===== src/rtl/ym3438_pkg.sv =====
// Shared slot-sequencer constants and types for the YM3438 core.
package ym3438_pkg;

   localparam int unsigned NUM_CH = 6;
   localparam int unsigned NUM_OP = 4;
   localparam int unsigned SLOTS  = NUM_CH * NUM_OP;

   // Operator groups in chip time order
   localparam logic [1:0] OP1 = 2'd0;
   localparam logic [1:0] OP3 = 2'd1;
   localparam logic [1:0] OP2 = 2'd2;
   localparam logic [1:0] OP4 = 2'd3;

   typedef logic [4:0] slot_t;
   typedef logic [2:0] ch_t;
   typedef logic [1:0] op_t;

   // op*6 + ch without a multiplier
   function automatic slot_t slot_of(input op_t op, input ch_t ch);
      return slot_t'({op, 2'b00}) + slot_t'({op, 1'b0}) + slot_t'(ch);
   endfunction

endpackage


===== src/rtl/ym3438_phase_edge.sv =====
// Rising-edge detector for a prescaler phase enable sampled on MCLK.
module ym3438_phase_edge (
   input  logic clk,
   input  logic rst_n,
   input  logic d,
   output logic rise
);

   logic d_prev;

   always_ff @(posedge clk or negedge rst_n) begin
      if (!rst_n) begin
         d_prev <= 1'b0;
      end else begin
         d_prev <= d;
      end
   end

   assign rise = d & ~d_prev;

endmodule


===== src/rtl/ym3438_slot_fsm.sv =====
// YM3438 24-slot sequencer: phase-1 counter plus phase-2 registered decodes.
// Optional clock checker enabled by defining YM3438_FSM_CLKCHK_EN.
module ym3438_slot_fsm
   import ym3438_pkg::*;
#(
   parameter int unsigned NUM_CH = 6,
   parameter int unsigned NUM_OP = 4
) (
   input  logic       MCLK,
   input  logic       IC,
   input  logic       c1,
   input  logic       c2,
   input  logic       reset_fsm,
   output logic [2:0] fsm_ch,
   output logic [1:0] fsm_op,
   output logic [4:0] fsm_slot,
   output logic [3:0] fsm_op_sel,
   output logic       fsm_ch3_sel,
   output logic       fsm_dac_sel,
   output logic       fsm_sync,
   output logic       clk_err
);

   localparam ch_t CH_LAST = ch_t'(NUM_CH - 1);
   localparam op_t OP_LAST = op_t'(NUM_OP - 1);

   logic  step1;
   logic  step2;
   ch_t   ch_nxt;
   op_t   op_nxt;
   logic [3:0] op_sel_nxt;

   ym3438_phase_edge u_edge_c1 (
      .clk   (MCLK),
      .rst_n (IC),
      .d     (c1),
      .rise  (step1)
   );

   ym3438_phase_edge u_edge_c2 (
      .clk   (MCLK),
      .rst_n (IC),
      .d     (c2),
      .rise  (step2)
   );

   // Channel values above CH_LAST are unreachable; treat them as a wrap.
   always_comb begin
      ch_nxt = fsm_ch;
      op_nxt = fsm_op;
      if (reset_fsm) begin
         ch_nxt = '0;
         op_nxt = '0;
      end else if (fsm_ch >= CH_LAST) begin
         ch_nxt = '0;
         op_nxt = (fsm_op >= OP_LAST) ? op_t'(0) : op_t'(fsm_op + 2'd1);
      end else begin
         ch_nxt = ch_t'(fsm_ch + 3'd1);
      end
   end

   always_comb begin
      op_sel_nxt = 4'b0000;
      unique case (fsm_op)
         OP1: op_sel_nxt = 4'b0001;
         OP3: op_sel_nxt = 4'b0010;
         OP2: op_sel_nxt = 4'b0100;
         OP4: op_sel_nxt = 4'b1000;
         default: op_sel_nxt = 4'b0000;
      endcase
   end

   // Phase-2 decode reads the pre-update counter when both steps coincide.
   always_ff @(posedge MCLK or negedge IC) begin
      if (!IC) begin
         fsm_ch      <= '0;
         fsm_op      <= '0;
         fsm_slot    <= '0;
         fsm_op_sel  <= '0;
         fsm_ch3_sel <= 1'b0;
         fsm_dac_sel <= 1'b0;
         fsm_sync    <= 1'b0;
      end else begin
         if (step1) begin
            fsm_ch   <= ch_nxt;
            fsm_op   <= op_nxt;
            fsm_slot <= slot_of(op_nxt, ch_nxt);
         end
         if (step2) begin
            fsm_op_sel  <= op_sel_nxt;
            fsm_ch3_sel <= (fsm_ch == 3'd2);
            fsm_dac_sel <= (fsm_ch == CH_LAST) && (fsm_op == OP_LAST);
            fsm_sync    <= (fsm_ch == 3'd0) && (fsm_op == 2'd0);
         end
      end
   end

`ifdef YM3438_FSM_CLKCHK_EN
   logic [2:0] idle_cnt;
   logic       err;

   always_ff @(posedge MCLK or negedge IC) begin
      if (!IC) begin
         idle_cnt <= '0;
         err      <= 1'b0;
      end else begin
         if (c1 && c2) begin
            err <= 1'b1;
         end
         if (c1 || c2 || reset_fsm) begin
            idle_cnt <= '0;
         end else if (idle_cnt == 3'd7) begin
            err <= 1'b1;
         end else begin
            idle_cnt <= idle_cnt + 3'd1;
         end
      end
   end

   assign clk_err = err;
`else
   assign clk_err = 1'b0;
`endif

endmodule


===== config.mk =====
export PLATFORM = sky130hd
export DESIGN_NAME = ym3438_slot_fsm
export DESIGN_NICKNAME = d
export VERILOG_FILES = /design/src/rtl/ym3438_pkg.sv /design/src/rtl/ym3438_phase_edge.sv /design/src/rtl/ym3438_slot_fsm.sv
export SDC_FILE = /design/constraint.sdc
export NUM_CORES = 1
export LEC_CHECK = 0
export CAP_MARGIN = 10
export CORE_MARGIN = 5
export CORE_UTILIZATION = 46
export CTS_BUF_LIST = sky130_fd_sc_hd__clkbuf_4
export CTS_CLUSTER_DIAMETER = 50
export CTS_CLUSTER_SIZE = 16
export DETAILED_ROUTE_END_ITERATION = 8
export GPL_ROUTABILITY_DRIVEN = 0
export PLACE_DENSITY = 0.8
export SETUP_SLACK_MARGIN = 0.4
export SLEW_MARGIN = 0
export SYNTH_ARGS = -nofsm -noshare
export SYNTH_HDL_FRONTEND = slang
export SYNTH_SLANG_ARGS = --single-unit

===== constraint.sdc =====
create_clock -name MCLK -period 2.6 [get_ports MCLK]
set_clock_uncertainty 0.05 [all_clocks]
set_input_delay 0.39 -clock MCLK [delete_from_list [all_inputs] [get_ports MCLK]]
set_output_delay 0.39 -clock MCLK [all_outputs]
set_load 0.005 [all_outputs]

==> flow_summary.json <==
{
  "grtUsageTotal_pct": 13.8,
  "fmaxAchievable_mhz": 367,
  "num-nets-final": 142,
  "cp-endpoint": "fsm_slot[3]",
  "violations": "negative setup slack",
  "holdBufCountCts": 0,
  "avgSynthCellArea_sq_um": 11.5,
  "chipHeight_um": 57.1,
  "p_comb_share_pct": 56.3,
  "min_period_over_period_pct": 105,
  "dr_total_vias": 751,
  "synthTopCellsByArea": "dfrtp_1 44%, ha_1 13%, mux2_2 7.7%",
  "finalSetupViolCount": 2,
  "synth_xor_area_share_pct": 0.859,
  "timing.final.ws_setup_ps": -125,
  "stdcell_area_sq_um": 1390,
  "first_global_vias": 821,
  "dieArea_sq_um": 3260,
  "cts.sinks": 18,
  "pwr-share-seq_pct": 32.2,
  "irDropWorstVdd_uv": 527,
  "worstSetupStartpointType": "flip-flop",
  "worstReg2RegEnd": "fsm_slot[3]",
  "drtIter0Drc": 3,
  "p_per_area_nw_per_um2": 973,
  "synthSimpleGateAreaFrac_pct": 12.3,
  "slew_violations": 0,
  "dp_hpwl_um": 1580,
  "worst-r2r-setup-slack_ps": -120,
  "overflow": 0,
  "swShare_pct": 34.1,
  "synth-compound-area-share_pct": 9.94,
  "synth_ff_type": "dfrtp_1",
  "routedWlPerCell_um": 13.1,
  "clkLatencyLatePin_ps": 290,
  "core_region_area_sq_um": 2170,
  "root_buffer": "clkbuf_4",
  "cp.arrival_ps": 2840,
  "regToRegStartpoint": "fsm_ch[0]",
  "outcome": "finished, violations left",
  "slew-limit-headroom_pct": 46.4,
  "port-buffer-count": 21,
  "async_flop_share_pct": 100,
  "avgViaCountPerCell": 4.97,
  "dieWidth_um": 57.1,
  "place_area_sq_um": 1360,
  "muxShareOfSynthArea_pct": 8.71,
  "holdCritStartpoint": "fsm_ch3_sel",
  "cts_tree": "built",
  "syn-cell-area_sq_um": 1020,
  "synth_common_cells": "18 x dfrtp_1, 11 x ha_1, 7 x inv_1, 7 x mux2_2, 7 x nand2_1",
  "cts_inserted_buffers": 3,
  "yosys.area_share.adder_pct": 17.4,
  "yosysTopAreaCell": "dfrtp_1",
  "critPathKind": "flip-flop to flip-flop",
  "pin_count": 23,
  "drive_gt1_share_pct": 29.3,
  "critPathCaptureType": "flip-flop",
  "cts.htree.levels": 1,
  "syn2layout_area_growth_pct": 36.6,
  "synth_top_family_by_area": "adder cells",
  "leakagePower_nw": 0.638,
  "finalHoldViolations": 0,
  "intPower_mw": 0.893,
  "final_core_util_pct": 64.2,
  "fillCellCount": 190,
  "pre_cts_ws_ps": -126,
  "register_area_sq_um": 453,
  "cp.required_ps": 2720,
  "synth_cell_types": 29,
  "power.total_mw": 1.36,
  "finalHoldWorstSlack_ps": 441,
  "worstRegToRegCells": 9,
  "path_max_fanout": 6,
  "setup.worst_path.start": "fsm_ch[0]",
  "ant_nets": 0,
  "yosysTopAreaCellShare_pct": 44.2,
  "clkPwrFrac_pct": 11.5,
  "grt_max_degree": 19,
  "diodes": 0,
  "syn-instance-count": 89,
  "ys_seq_elements": 18,
  "grt_setup_unrepaired": "yes",
  "synth-seq-area-share_pct": 44.2,
  "cap_viol_max_count": 0,
  "rows": 17,
  "drc": 0,
  "syn-num-nets": 107,
  "antenna_found_initial": 0,
  "tightest_slew_ps": 801,
  "ys_warn_count": 0,
  "hold_class": "flip-flop to flip-flop",
  "initial_utilization_pct": 47.0,
  "power.net_switching_mw": 0.462,
  "fin_crit_ps": 2720,
  "clkTransAtPathRegs_ps": 100,
  "yosysMostFrequentCell": "dfrtp_1",
  "dr.pass1.iters": 2,
  "synth-edff-count": 0,
  "grt_pass1_wl_um": 3550,
  "clockBufferDepth": 2,
  "multi_input_area_sq_um": 526,
  "routed_wl_um": 1980
}
==> sequential cells by signal, summed over array words and instances, names as in the netlist, 2 cells and up <==
register and cells:
fsm_op 2, fsm_op_sel 4, fsm_slot 4, fsm_ch 3
==> critical path, cell delays in order, from the launching register on <==
cell and delay (ps):
dfrtp_2 470, ha_4 190, o31ai_4 290, mux2i_1 250
nor2_1 80, fa_1 550, ha_1 150, inv_1 50
fa_1 470, o21ai_1 70
==> worst min path at each step <==
stage          cells past startpoint     endpoint
2_1_floorplan                      0  fsm_ch3_sel
3_3_place_gp                       2  fsm_dac_sel
3_5_place_dp                       2  fsm_ch3_sel
4_1_cts                            2  fsm_ch3_sel
5_1_grt                            2     fsm_sync
6_report                           2  fsm_ch3_sel
==> placed cells by master, fill, tap and decap left out, drive strengths merged, types with 2 or more instances in the layout <==
cell and instances:
nor4 2, mux2 7, o31ai 2, buf 15
ha 11, nand2b 3, clkbuf 4, o21ai 5
inv 7, nand2 7, a21oi 2, clkdlybuf4s50 21
nor4b 2, nor3 2, fa 2, dfrtp 18
==> cell type report <==
type / instances / area share [%]
Sequential cell: 18 / 32.5
Tap cell: 28 / 2.52
Clock buffer: 4 / 2.16
Multi-Input combinational cell: 58 / 37.7
Timing Repair Buffer: 36 / 23.2
Inverter: 7 / 1.89
==> cells by family after synthesis <==
group                    Yosys count
adder cells (fa/ha/maj)           13
other                              1
buffers and inverters             13
XOR/XNOR                           1
flip-flops                        18
AND/OR/NAND/NOR                   22
multiplexers                       8
AO/OA/AOI/OAI                     13
==> what timing repair did <==
action | CTS | global route
hold endpoints to repair | 0 | 0
resized for setup | 1 | 0
pin swaps | 1 | 0
setup buffers | 1 | 0
setup endpoints to repair | 3 | 3
==> metal layers <==
layer / vias to the layer above / wire, um / global-route usage [%]
met3: 5 / 106 / 2.49
li1: 369 / - / -
met2: 22 / 1000 / 24.8
met4: 0 / 32 / 6.95
met1: 355 / 838 / 15.5
met5: - / 0 / 0
==> power groups by stage <==
stage               registers (mW)  logic (mW)  clock network (mW)
detailed placement           0.443       0.763                   0
floorplan                    0.462       0.361                   0
global placement             0.438       0.737                   0
finish                       0.436       0.764               0.156
CTS                          0.437       0.774               0.163
global route                 0.452       0.846               0.175
==> stage by stage <==
stage	instances	setup TNS [ps]
after floorplan	89	-10.8
after global placement	146	-49.4
after detailed placement	146	-190
after CTS	151	-177
after global routing	151	-472
final	151	-142
No activity file was read; power rests on OpenSTA's default activity.
